[config.mk]
export PLATFORM = sky130hd
export DESIGN_NAME = contador_bcd_2dig
export DESIGN_NICKNAME = d
export VERILOG_FILES = /design/src/rtl/contador_bcd_2dig.sv
export SDC_FILE = /design/constraint.sdc
export NUM_CORES = 1
export LEC_CHECK = 0
export CAP_MARGIN = 25
export CELL_PAD_IN_SITES_DETAIL_PLACEMENT = 0
export CELL_PAD_IN_SITES_GLOBAL_PLACEMENT = 1
export CORE_ASPECT_RATIO = 1.4
export CORE_MARGIN = 2
export CORE_UTILIZATION = 45
export CTS_CLUSTER_DIAMETER = 80
export DETAILED_ROUTE_END_ITERATION = 10
export PLACE_DENSITY_LB_ADDON = 0.1
export SLEW_MARGIN = 30
export SYNTH_ARGS = -nofsm -noshare
export SYNTH_HDL_FRONTEND = slang
export SYNTH_SLANG_ARGS = --single-unit
[constraint.sdc]
create_clock -name clk -period 3.2 [get_ports clk]
set_clock_uncertainty 0.05 [all_clocks]
set_input_delay 0.32 -clock clk [delete_from_list [all_inputs] [get_ports clk]]
set_output_delay 0.32 -clock clk [all_outputs]
set_load 0.005 [all_outputs]
[src/rtl/contador_bcd_2dig.sv]
// Two-digit BCD up/down counter with a prescaler, BCD preset with validity check,
// terminal count, and a display enable that comes up one cycle after reset release.
module contador_bcd_2dig #(
  parameter int unsigned DIV = 50000000
) (
  input  logic       clk,
  input  logic       reset,
  input  logic       enable,
  input  logic       up_down,
  input  logic       load,
  input  logic [7:0] load_val,
  output logic [3:0] unid,
  output logic [3:0] dez,
  output logic       tick,
  output logic       tc,
  output logic       load_err,
  output logic       display_en
);

  localparam int PW = $clog2(DIV);
  localparam logic [PW-1:0] PS_LAST = PW'(DIV - 1);

  typedef enum logic {
    PARADO   = 1'b0,
    CONTANDO = 1'b1
  } state_t;

  state_t          r_state;
  state_t          w_next;
  logic [PW-1:0]   r_presc;
  logic [PW-1:0]   w_presc_next;
  logic [3:0]      r_unid;
  logic [3:0]      r_dez;
  logic [3:0]      w_unid_next;
  logic [3:0]      w_dez_next;
  logic            r_tick;
  logic            r_load_err;
  logic [1:0]      r_disp;
  logic            w_load_ok;
  logic            w_load_bad;
  logic            w_step;

  // NOTE: sequential state uses non-blocking assignments so every register
  // samples the pre-edge values, regardless of block ordering.
  always_ff @(posedge clk) begin
    if (reset) r_state <= PARADO;
    else       r_state <= w_next;
  end

  // NOTE: every signal written here gets a default first, so no path can
  // leave it unassigned and infer a latch.
  always_comb begin
    w_next = r_state;
    case (r_state)
      PARADO:   if (enable)  w_next = CONTANDO;
      CONTANDO: if (!enable) w_next = PARADO;
      default:  w_next = PARADO;
    endcase
  end

  always_comb begin
    w_load_ok  = load && (load_val[7:4] <= 4'd9) && (load_val[3:0] <= 4'd9);
    w_load_bad = load && !w_load_ok;
    // Any load request, even a rejected one, suppresses the step on that edge.
    w_step     = (r_state == CONTANDO) && enable && (r_presc == PS_LAST) && !load;

    w_presc_next = r_presc;
    if (w_load_ok || (w_next == PARADO))
      w_presc_next = '0;
    else if (r_state == CONTANDO)
      w_presc_next = (r_presc == PS_LAST) ? '0 : r_presc + PW'(1);

    w_unid_next = r_unid;
    w_dez_next  = r_dez;
    if (w_load_ok) begin
      w_unid_next = load_val[3:0];
      w_dez_next  = load_val[7:4];
    end else if (w_step) begin
      // Wrap tests use >=/== against the digit limits so the digits stay 0..9.
      if (up_down) begin
        if (r_unid >= 4'd9) begin
          w_unid_next = 4'd0;
          w_dez_next  = (r_dez >= 4'd9) ? 4'd0 : r_dez + 4'd1;
        end else begin
          w_unid_next = r_unid + 4'd1;
        end
      end else begin
        if (r_unid == 4'd0 || r_unid > 4'd9) begin
          w_unid_next = 4'd9;
          w_dez_next  = (r_dez == 4'd0 || r_dez > 4'd9) ? 4'd9 : r_dez - 4'd1;
        end else begin
          w_unid_next = r_unid - 4'd1;
        end
      end
    end
  end

  // NOTE: reset is synchronous; every control and data register is cleared so
  // no progress survives, including a step pending on the reset edge.
  always_ff @(posedge clk) begin
    if (reset) begin
      r_presc    <= '0;
      r_unid     <= 4'd0;
      r_dez      <= 4'd0;
      r_tick     <= 1'b0;
      r_load_err <= 1'b0;
      r_disp     <= 2'b00;
    end else begin
      r_presc    <= w_presc_next;
      r_unid     <= w_unid_next;
      r_dez      <= w_dez_next;
      r_tick     <= w_step;
      r_load_err <= w_load_bad;
      r_disp     <= {r_disp[0], 1'b1};
    end
  end

  assign unid       = r_unid;
  assign dez        = r_dez;
  assign tick       = r_tick;
  assign load_err   = r_load_err;
  assign display_en = r_disp[1];
  assign tc = ( up_down && (r_dez == 4'd9) && (r_unid == 4'd9)) ||
              (!up_down && (r_dez == 4'd0) && (r_unid == 4'd0));

endmodule

==> Yosys cells after proc, flatten, opt, wreduce, memory -nomap -nowiden <==
Cells that the tools add are included.
{ "totals": {"regBits": 39, "inputBits": 13, "out_inout_bits": 12, "wordCells": 62} }
{ "classes": {"addsub": 5, "order_cmp": 6, "n_eq_ne": 4, "mux": 15, "bitwise": 1, "n_reduce_logical": 23} }
{ "op_table": {"columns": ["cell", "count"], "rows": [
  ["$mux W4", 12],
  ["$add A26 B1 Y26 const B", 1],
  ["$eq A26 B26 Y1 const B", 1],
  ["$mux W26", 1],
  ["$logic_and A1 B1 Y1", 10],
  ["$add A4 B1 Y4 const B", 2],
  ["$eq A4 B4 Y1 const B", 2],
  ["$ge A4 B4 Y1 const B", 2],
  ["$gt A4 B4 Y1 const B", 2],
  ["$le A4 B4 Y1 const B", 2],
  ["$logic_not A4 Y1", 2],
  ["$sub A4 B1 Y4 const B", 2],
  ["$logic_or A1 B1 Y1", 4],
  ["$logic_not A1 Y1", 3],
  ["$ne A3 B1 Y1 const B", 1],
  ["$reduce_and A3 Y1", 1],
  ["$reduce_bool A3 Y1", 1],
  ["$mux W1", 2],
  ["$reduce_bool A2 Y1", 1],
  ["$reduce_or A2 Y1", 1],
  ["$not A1 Y1", 1]
]} }

==> Longest topological paths before layout <==
Gate-level depths: netlist (run 1).
{ "logic_depth": {"word_depth": 7, "depth_mapped": 8, "mapped_depth_nobuf": 7} }

==> Least setup slack after synthesis (run 1) <==
Ideal clock, no wire load.
{ "synth_path": {"kind": "reg-to-reg", "start": "register r_unid[0], in the netlist unid[0]", "end": "register r_unid[2], in the netlist unid[2]", "setup_time_ps": 124, "arrival_ps": 1599, "required_time_ps": 3026, "setup_slack_ps": 1427, "stages_incl_launch_ff": 8, "period_less_slack_ps": 1773, "cell_sequence": "dfxtp_1 -> inv_1 -> ha_1 -> o21bai_1 -> a21oi_1 -> a32o_1 -> a211oi_1 -> a211oi_1"} }
{ "synth_between": {"elab_chain_len": 6} }
{ "synth_rtl": {"columns": ["item", "line_no", "source"], "rows": [
  ["start, declared", "32", "logic [3:0] r_unid;"],
  ["start signal, assigned", "110", "r_unid <= w_unid_next;"],
  ["$gt A4 B4 Y1 / $logic_not A4 Y1 (equally long branches)", "88", "if (r_unid == 4'd0 || r_unid > 4'd9) begin"],
  ["$logic_or A1 B1 Y1", "88", null],
  ["$mux W4", "88", null],
  ["$mux W4 (*)", "80", "if (up_down) begin"],
  ["$mux W4 (*)", "78", "end else if (w_step) begin"],
  ["$mux W4 (*)", "75", "if (w_load_ok) begin"]
]} }
Every way passes the cells marked *; elsewhere a longest branch is shown, timed or not. The select of a mux whose other input is x is not followed.
A chain may end at the register's enable or synchronous reset.

==> Worst setup path in the final report (run 1) <==
{ "layout_path": {"start": "input port up_down", "end": "output port tc"} }
{ "layout_between": {"elab_chain_len": 4} }
{ "layout_rtl": {"columns": ["item", "line_no", "source"], "rows": [
  ["start, declared", "9", "input logic up_down,"],
  ["$logic_not A1 Y1", "124", "(!up_down && (r_dez == 4'd0) && (r_unid == 4'd0));"],
  ["$logic_and A1 B1 Y1 (2 in a row)", "124", null],
  ["$logic_or A1 B1 Y1 (*)", "123", "assign tc = ( up_down && (r_dez == 4'd9) && (r_unid == 4'd9)) ||"],
  ["end, declared", "15", "output logic tc,"]
]} }
Every way passes the cells marked *; elsewhere a longest branch is shown, timed or not.

==> results of run 1 <==
[cell families after synthesis]
| logic type | after synthesis | synth area share [%] |
|---|---|---|
| AOI/OAI and AO/OA | 50 | 15.4 |
| xor gates and xnor gates | 25 | 9.65 |
| and+or+nand+nor | 122 | 30.4 |
| DFF | 39 | 34.4 |
| muxes | 2 | 0.883 |
| adders and majority gates | 8 | 4.41 |
| buffers and inverters | 23 | 4.85 |
[final timing paths]
kind	end	slack (ns)	cells after the start
max reg2reg	unid[2]	1.17	7
min reg2reg	r_disp[1]	0.40	1
min	r_disp[1]	0.40	1
max	tc	0.71	6
[power by group]
group / internal, W / switching (W)
registers: 0.000494 / 0.0000136
clock network: 0.000252 / 0.000166
logic: 0.0000630 / 0.0000686
[metrics by stage]
step                      hold WS, ns  total power, W
after floorplan                 0.335        0.000596
after global placement          0.371        0.000651
after detailed placement        0.383        0.000650
after CTS                       0.402         0.00107
after global routing            0.413         0.00110
final                           0.396         0.00106
[state kept, by name (all words and copies together) (netlist names)]
name      count
r_disp        2
unid          4
load_err      1
r_state       1
tick          1
dez           4
r_presc      26
[cells in the final DEF, fill, tap and decap left out, types with 2 or more instances in the layout]
master | netlist | final
dfxtp_1 | 39 | 39
and4_1 | 4 | 4
mux2i_1 | 2 | 2
xor2_1 | 19 | 19
o21bai_1 | 3 | 3
o211ai_1 | 2 | 2
nand4_1 | 16 | 16
o22ai_1 | 2 | 2
nor2b_1 | 4 | 4
a31oi_1 | 4 | 4
o21ai_0 | 10 | 10
nor4b_1 | 2 | 2
inv_1 | 9 | 9
xnor2_1 | 6 | 6
nor4_4 | 2 | 2
and2_1 | 3 | 3
nand3_1 | 14 | 14
a211oi_1 | 3 | 3
a21oi_1 | 8 | 8
ha_1 | 8 | 8
nor3_1 | 3 | 3
a41oi_1 | 2 | 2
clkdlybuf4s50_1 | 0 | 24
nand3_2 | 2 | 2
nor2_1 | 36 | 36
and3_1 | 7 | 7
nand2_1 | 17 | 17
clkbuf_8 | 0 | 6
o221ai_1 | 2 | 2
nor3b_1 | 4 | 4
[routing by layer]
layer,vias up,global-route usage (%)
li1,1014,-
met1,909,21.2
met2,34,35.1
met3,11,3.21
met4,0,8.30
met5,-,0
[area by class of cell]
type,count,area (µm²)
repair buffers,25,248
inverters,10,37.5
fillers,472,2200
clock inverters,2,35.0
well taps,64,80.1
flip-flops and latches,39,781
clock buffers,6,82.6
multi-input cells,207,1380
[Yosys cell counts, types with 2 or more instances]
cell type	n	share of area (%)
o21ai_0	10	2.2
a211oi_1	3	0.99
nor4b_1	2	0.77
nand3_2	2	0.88
xnor2_1	6	2.3
nor3_1	3	0.66
nor4_4	2	1.9
dfxtp_1	39	34
inv_1	9	1.5
nand4_1	16	4.4
o221ai_1	2	0.77
mux2i_1	2	0.88
buf_4	3	0.99
o22ai_1	2	0.55
ha_1	8	4.4
and3_1	7	1.9
and2_1	3	0.83
xor2_1	19	7.3
a31oi_1	4	1.1
o211ai_1	2	0.66
a21oi_1	8	1.8
buf_2	3	0.66
o21bai_1	3	0.99
a41oi_1	2	0.77
nand3_1	14	3.1
clkbuf_1	5	0.83
nor2_1	36	6.0
and4_1	4	1.5
nand2_1	17	2.8
nor2b_1	4	1.1
nor3b_1	4	1.3
==> key figures, run 1 <==
Clock tree
  – Clock Latency Late Sink: a little under 0.3 ns
  – # clock sinks: 39
  – Num CTS Buffers: 5
  – Worst-path clk slew: 0.08 ns
  – CTS Hold Buffers Added: 0
  – CTS Buffer Depth: 2
  – Clock tree from TritonCTS: built
  – H-tree Lvls: 2
  – Root buf cell: clkbuf_8
  – Post-CTS resize count: 0
  – Setup bufs post-CTS: 0

STA
  – Final Hold Fails: 0
  – Setup ws final: 0.711 ns
  – RSZ-0062 raised after global routing: false
  – Fin. max-slew vios: 0
  – Slew @ Worst Pin: 0.555 ns
  – Final Critical Period: roughly 2.5 ns
  – Slew headroom: between 60 and 70%
  – Peak Freq: 402 MHz
  – Setup violators final: 0
  – Setup TNS: 0 ns
  – Crit share post-route: 77.8%

Power and ir drop
  – P_leak: 0.945 nW
  – Worst ir drop on vdd: 317 µV
  – PD cells: approximately 400 mW/mm²

Synthesis
  – Post-synthesis sequential area ratio: between 30% and 40%
  – Post-synth top flop: dfxtp_1
  – Ys async rst share: 0%
  – Synth Area per Inst: 8.43 µm²
  – Synth Instances: about 270
  – Number of synthesized flops with an enable pin: 0
  – Synthesis-stage register bit count: 39
  – Synth Cell Area: 0.00227 mm²
  – Ys Warns: 0
  – Post-synth net total: between 200 and 300
  – Synth unique cells: between 50 and 60

Die
  – Chip width: 64.0 µm
  – Die area: ~0.0056 mm²
  – I/O pin count: 25
  – Core area: ~0.0048 mm²
  – Die Y: slightly below 90 µm
  – Number of cell rows: 30
  – Initial Util: 46.8%

Routing
  – Router iterations before antenna repair: 4
  – Max layer used: met4
  – DRC marker count from the first detailed-route iteration: 110
  – Total number of vias: ~2000
  – WL met1: 2140 µm
  – Routed wire length: 5000 µm
  – Metal2 WL: 2610 µm
  – DR vias/cell: between 5 and 6
  – DRC viols: 0
  – Metal3 WL: around 120 µm
  – Post-route ant nets: 0
  – Routed len/inst: approximately 14 µm

Worst setup path
  – Crit Path Category: input port to output port
  – Startpoint Class: input port
  – Critical Path Most Common Cell: clkdlybuf4s50_1
  – Critical path data required time: around 2.8 ns
  – Crit path launch: up_down
  – CP cell instances: clkdlybuf4s50_1 -> nand4_1 -> nor2_1 -> a41oi_1 -> nor3_1 -> clkdlybuf4s50_1
  – CP top delay family: buffers and inverters
  – Reg-to-Reg Start: unid[1]
  – Buf+Inv Stages, Crit Path: 2
  – CP arrival: 2.12 ns
  – Critical Path Slowest Stage Cell: clkdlybuf4s50_1
  – CP max stage delay: 0.82 ns
  – Crit. End Element: output port
  – Crit-path max FO: 18

Final layout
  – Share of cells above drive strength 1: about 6.2%
  – ANT cells: 0
  – Nets: 309
  – Non-filler cells, final: 353
  – Final Util: around 55%
  – Final instance area: between 0.002 and 0.003 mm²
  – Area delta synth->final: 16.4%

Placement
  – Placed cell area: approximately 0.0025 mm²
  – Port bufs: 24
  – Gpl congestion: between 0.8 and 0.9
  – Cell count after placement: about 350
  – Setup WS pre-CTS: 0.724 ns
  – Post-DP HPWL: roughly 3700 µm

Flow run
  – Max cap viols: 0

Worst hold path
  – Min-Delay Path Class: register to register
  – Worst Hold Launch: r_disp[0]

Run status
  – Status: completed

GRT
  – Tot GR Track Use: 19.0%
  – First-pass GRT wire length: ~8500 µm
  – Initial antenna violation count: 0
  – Grt ovf: 0
  – Number of global-route vias before repair: around 1900
  – Largest net degree at the start of global routing: 26
Note: power is estimated with default switching activity, not from simulation.
==> run 2: changes to the inputs <==
--- a/config.mk
+++ b/config.mk
@@ -10,7 +10,7 @@
 export CELL_PAD_IN_SITES_GLOBAL_PLACEMENT = 1
 export CORE_ASPECT_RATIO = 1.4
 export CORE_MARGIN = 2
-export CORE_UTILIZATION = 45
+export CORE_UTILIZATION = 42
 export CTS_CLUSTER_DIAMETER = 80
 export DETAILED_ROUTE_END_ITERATION = 10
 export PLACE_DENSITY_LB_ADDON = 0.1
==> constraint.sdc (replaced) <==
create_clock -name clk -period 2.4 [get_ports clk]
set_clock_uncertainty 0.05 [all_clocks]
set_input_delay 0.24 -clock clk [delete_from_list [all_inputs] [get_ports clk]]
set_output_delay 0.24 -clock clk [all_outputs]
set_load 0.005 [all_outputs]
==> run 2 against run 1 <==
  * Global-route usage shrank 0.74 points
  * Sequential share of layout area shrank 0.65 points
  * Via count grew 4.2%
  * Clock-buffer cell count is the same
  * Die area grew 6.8%
  * First-iteration DRC count is the same
  * Sequential cell count is the same
  * Combinational power grew 43%
  * Hold slack is essentially flat
==> key figures, run 2 (synthesis results as in run 1) <==
Run status
  – Status: completed

Worst setup path
  – Critical path data required time: about 2.1 ns
  – CP arrival: 1.93 ns
  – Reg-to-Reg Start: unid[0]
  – Startpoint Class: register
  – Flop-to-flop setup slack: about 0.36 ns
  – Crit-path max FO: 6
  – Crit. End Element: output port
  – Crit Path Category: register to output port
  – Worst reg-to-reg path cell count: 7
  – R2R Path End: unid[2]

Routing
  – Total number of vias: roughly 2000
  – Router iterations before antenna repair: 5
  – DRC marker count from the first detailed-route iteration: between 100 and 150
  – DR vias/cell: between 5 and 6
  – Post-route ant nets: 0
  – Routed len/inst: approximately 15 µm
  – Routed wire length: about 5300 µm
  – DRC viols: 0

GRT
  – Initial antenna violation count: 0
  – Tot GR Track Use: between 15 and 20%
  – Number of global-route vias before repair: between 1500 and 2000
  – First-pass GRT wire length: about 8700 µm
  – Grt ovf: 0
  – Largest net degree at the start of global routing: 26

Final layout
  – Most frequent cells in the layout: 38 x dfxtp_1, 36 x nor2_1, 24 x clkdlybuf4s50_1
  – Non-filler cells, final: between 300 and 400
  – Reg with most FFs: r_presc
  – Fillers: about 530
  – ANT cells: 0
  – Commonest non-fill, non-tap cell in the layout: dfxtp_1
  – Number of flip-flops in the largest register: 26
  – Nets: between 300 and 400
  – Area delta synth->final: 19.2%
  – Register Area: 782 µm²
  – Final instance area: 0.00271 mm²
  – Multi-input logic area: approximately 0.0014 mm²
  – Share of cells above drive strength 1: roughly 8%

Power and ir drop
  – PD cells: 557 mW/mm²
  – Internal power: ~0.0012 W
  – Switching power: approximately 0.00034 W
  – Combinational fraction of design power: approximately an eighth
  – Clock Power Share: a little over two fifths
  – Reg power frac: roughly 45%
  – Total power: approximately 0.0015 W
  – Worst ir drop on vdd: 391 µV
  – Switching share of total power: 22.8%
  – P_leak: between 0.9 and 1 nW

STA
  – Final Critical Period: about 2.2 ns
  – Peak Freq: ~450 MHz
  – Setup ws final: between 0.15 and 0.2 ns
  – Crit share post-route: 92.5%
  – Setup TNS: 0 ns
  – Final Hold Fails: 0
  – Slew @ Worst Pin: around 0.51 ns
  – Fin. max-slew vios: 0
  – Setup violators final: 0
  – RSZ-0062 raised after global routing: false
  – Slew headroom: 66.1%

Worst hold path
  – Worst Hold Launch: r_disp[0]
  – Hold Path Depth: 1
  – Min-Delay Path Class: register to register
  – Min-Delay Endpoint: r_disp[1]

Placement
  – Setup WS pre-CTS: 0.343 ns
  – Cell count after placement: roughly 350
  – Port bufs: 24
  – Post-DP HPWL: 3920 µm
  – Placed cell area: around 0.0026 mm²
  – Gpl congestion: 0.801

Clock tree
  – Post-CTS resize count: 0
  – Setup bufs post-CTS: 0
  – CTS Hold Buffers Added: 0
  – # clock sinks: 39
  – Worst-path clk slew: about 0.080 ns
  – H-tree Lvls: 2
  – Clock Latency Late Sink: around 0.29 ns
  – Root buf cell: clkbuf_8
  – CTS Buffer Depth: 2
  – Clock tree from TritonCTS: built
  – Num CTS Buffers: 5

Die
  – Die Y: around 90 µm
  – Initial Util: between 40 and 50%
  – Number of cell rows: 31
  – Chip width: around 66 µm
  – Core area: about 0.0052 mm²
  – Die area: 0.00601 mm²
  – I/O pin count: 25

Flow run
  – Max cap viols: 0
-- run 2: cell count changes in the layout (fill, tap and decap cells not counted), sizes merged --
cell / before / now
buf: 1 / 7
bufinv: 1 / 2
clkinv: 2 / 1
-- run 2: through the flow --
stage / hold WS (ns) / utilization [%]
floorplan: 0.255 / -
global placement: 0.376 / 49.5
detailed placement: 0.376 / 49.5
CTS: 0.402 / 52.0
global route: 0.435 / 52.0
finish: 0.396 / 52.0
-- run 2: how the worst max path moves through the flow --
stage | startpoint | end | slack [ns]
6_report | unid[1] | tc | 0.18
5_1_grt | unid[1] | tc | 0.01
4_1_cts | dez[0] | tc | 0.07
3_5_place_dp | up_down | unid[2] | 0.34
3_3_place_gp | up_down | dez[1] | 0.32
2_1_floorplan | unid[0] | unid[2] | 0.63
-- run 2: worst max-delay path: stages (launching register included) --
cell and delay [ns]:
dfxtp_1 0.36, inv_1 0.11, ha_1 0.23, nand4_1 0.11, nor2_1 0.12, a41oi_1 0.05, nor3_1 0.14, clkdlybuf4s50_1 0.52
-- run 2: power by group through the flow --
stage          Clock, W  Sequential (W)  Combinational, W
5_1_grt        0.000687        0.000676          0.000209
2_1_floorplan         0        0.000684          0.000110
4_1_cts        0.000673        0.000673          0.000189
3_5_place_dp          0        0.000688          0.000188
3_3_place_gp          0        0.000689          0.000191
6_report       0.000645        0.000673          0.000189
-- run 2: metal layers --
metal	vias up	routed length, µm	GRT usage [%]
met5	-	0	0
met1	978	2220	20.0
met3	12	203	3.35
met2	36	2760	33.2
li1	1024	-	-
met4	0	131	7.65
-- run 2: area by class of cell --
type / instances / area share (%)
clock buffers: 6 / 2.68
clock inverters: 2 / 2.22
multi-input cells: 207 / 50.9
flip-flops and latches: 39 / 28.9
repair buffers: 31 / 10.8
well taps: 66 / 3.05
inverters: 10 / 1.39
==> run 3: changes to the inputs <==
--- a/config.mk
+++ b/config.mk
@@ -10,8 +10,9 @@
 export CELL_PAD_IN_SITES_GLOBAL_PLACEMENT = 1
 export CORE_ASPECT_RATIO = 1.4
 export CORE_MARGIN = 2
-export CORE_UTILIZATION = 42
+export CORE_UTILIZATION = 38
 export CTS_CLUSTER_DIAMETER = 80
+export CTS_CLUSTER_SIZE = 16
 export DETAILED_ROUTE_END_ITERATION = 10
 export PLACE_DENSITY_LB_ADDON = 0.1
 export SLEW_MARGIN = 30
==> constraint.sdc (replaced) <==
create_clock -name clk -period 2 [get_ports clk]
set_clock_uncertainty 0.05 [all_clocks]
set_input_delay 0.2 -clock clk [delete_from_list [all_inputs] [get_ports clk]]
set_output_delay 0.2 -clock clk [all_outputs]
set_load 0.005 [all_outputs]
==> run 3 against run 2 <==
  * Combinational power rose by 39%
  * Critical path depth did not move
  * Clock power fell by 20%
  * Worst setup slack improved by 0.018 ns
  * Sequential share of layout area fell by 1.4 points
  * Non-clock buffer count rose by 19
==> key figures, run 3 (synthesis results as in run 1) <==
Placement
  – Cell count after placement: around 380
  – Gpl congestion: around 0.8
  – Post-DP HPWL: ~4200 µm
  – Port bufs: 24

Routing
  – DR vias/cell: roughly 5.4
  – Metal2 WL: 3000 µm
  – Total number of vias: around 2100
  – Max layer used: met4
  – DRC marker count from the first detailed-route iteration: a little over 60
  – DRC viols: 0
  – WL met1: 2370 µm
  – Router iterations before antenna repair: 4
  – Routed wire length: around 5600 µm
  – Post-route ant nets: 0
  – Metal3 WL: around 150 µm
  – Routed len/inst: 14.7 µm

Final layout
  – Nets: 334
  – Commonest non-fill, non-tap cell in the layout: dfxtp_1
  – Non-filler cells, final: 384
  – Area delta synth->final: 25.3%
  – Share of cells above drive strength 1: approximately 16%
  – ANT cells: 0
  – Reg with most FFs: r_presc
  – Final Util: between 40% and 50%
  – Most frequent cells in the layout: 37 x dfxtp_1, 36 x nor2_1, 25 x buf_4
  – Number of flip-flops in the largest register: 26

Power and ir drop
  – Switching power: 0.000419 W
  – PD cells: roughly 560 mW/mm²
  – Reg power frac: between 50% and 60%
  – Worst ir drop on vdd: ~380 µV
  – Total power: ~0.0016 W
  – Combinational fraction of design power: 16.6%
  – Internal power: between 0.001 and 0.0015 W
  – P_leak: 1.07 nW
  – Clock Power Share: around a third
  – Switching share of total power: a little over a quarter

STA
  – Fin. max-slew vios: 0
  – Slew @ Worst Pin: 0.435 ns
  – Final Critical Period: between 1.5 and 2 ns
  – Final Hold Fails: 0
  – Crit share post-route: between 90 and 100%
  – RSZ-0062 raised after global routing: false
  – Setup TNS: 0 ns
  – Peak Freq: roughly 560 MHz
  – Slew headroom: a little over two thirds
  – Setup violators final: 0

Worst setup path
  – CP cell instances: inv_1 -> ha_1 -> o21bai_2 -> a21oi_1 -> a32o_1 -> a211oi_1 -> a211oi_1
  – CP top delay family: compound AO/OA/AOI/OAI gates
  – Buf+Inv Stages, Crit Path: 1
  – Critical Path Most Common Cell: a211oi_1
  – Startpoint Class: register
  – Reg-to-Reg Start: unid[0]
  – R2R Path End: unid[2]
  – Crit Path Category: register to register
  – Worst reg-to-reg path cell count: 7
  – CP arrival: around 1.9 ns
  – Crit-path max FO: 4
  – Crit. End Element: register
  – CP max stage delay: 0.38 ns
  – Critical Path Slowest Stage Cell: dfxtp_2
  – Critical path data required time: between 2 and 2.5 ns
  – Flop-to-flop setup slack: just under 0.2 ns

Die
  – Die Y: between 90 and 100 µm
  – Number of cell rows: 33
  – Core area: ~0.0058 mm²
  – Initial Util: about 39%
  – I/O pin count: 25
  – Die area: approximately 0.0066 mm²
  – Chip width: roughly 69 µm

GRT
  – Largest net degree at the start of global routing: 26
  – Initial antenna violation count: 0
  – Grt ovf: 0
  – First-pass GRT wire length: between 9000 and 10000 µm
  – Number of global-route vias before repair: approximately 2000
  – Tot GR Track Use: ~17%

Worst hold path
  – Min-Delay Endpoint: r_disp[1]
  – Min-Delay Path Class: register to register
  – Worst Hold Launch: r_disp[0]
  – Hold Path Depth: 1

Clock tree
  – Clock Latency Late Sink: between 0.2 and 0.3 ns
  – CTS Buffer Depth: 2
  – Num CTS Buffers: 5
  – Worst-path clk slew: approximately 0.080 ns
  – H-tree Lvls: 2
  – Root buf cell: clkbuf_8
  – Clock tree from TritonCTS: built
  – # clock sinks: 39

Flow run
  – Max cap viols: 0

Run status
  – Status: completed
-- run 3: cell count changes in the layout (fill, tap and decap cells not counted), moves of 2 or more --
cell	change
clkinv_2	+3
buf_4	+18
ha_1	-3
ha_2	+2
bufinv_16	-2
-- run 3: per-stage QoR --
| stage | setup slack (ns) | area [µm²] | hold WS [ns] |
|---|---|---|---|
| 6_report | 0.199 | 2840 | 0.394 |
| 5_1_grt | 0.0156 | 2840 | 0.415 |
| 4_1_cts | 0.0210 | 2830 | 0.398 |
| 3_5_place_dp | 0.0362 | 2730 | 0.378 |
| 3_3_place_gp | 0.0896 | 2730 | 0.371 |
| 2_1_floorplan | 0.227 | 2270 | 0.215 |
-- run 3: power groups by stage --
| stage | logic [W] | clock network, W | registers [W] |
|---|---|---|---|
| after floorplan | 0.000133 | 0 | 0.000821 |
| after global placement | 0.000260 | 0 | 0.000822 |
| after detailed placement | 0.000258 | 0 | 0.000822 |
| after CTS | 0.000262 | 0.000540 | 0.000804 |
| after global routing | 0.000289 | 0.000567 | 0.000808 |
| final | 0.000262 | 0.000515 | 0.000805 |
-- run 3: worst max-delay path by stage --
stage,start,to,cells after the start
floorplan,unid[0],unid[2],7
global placement,up_down,dez[1],7
detailed placement,up_down,dez[1],7
CTS,unid[0],unid[2],7
global route,unid[0],unid[2],7
finish,unid[0],unid[2],7
-- run 3: cell type report --
type	count	area, µm²
clock inverters	3	15.0
fillers	603	2980
inverters	10	37.5
clock buffers	5	68.8
multi-input cells	207	1400
repair buffers	50	447
flip-flops and latches	39	783
well taps	70	87.6
-- run 3: timing repair --
item | 4_1_cts | 5_1_grt
setup endpoints to repair | 1 | 7
resized for setup | 7 | 3
cloned | 0 | 0
setup buffers | 0 | 0
hold endpoints to repair | 0 | 0
hold buffers | 0 | 0
-- run 3: layer usage --
layer  track usage [%]  vias to the layer above
li1                  -                     1060
met1              19.2                      972
met2              33.0                       28
met3              2.75                        9
met4              7.03                        0
met5                 0                        -
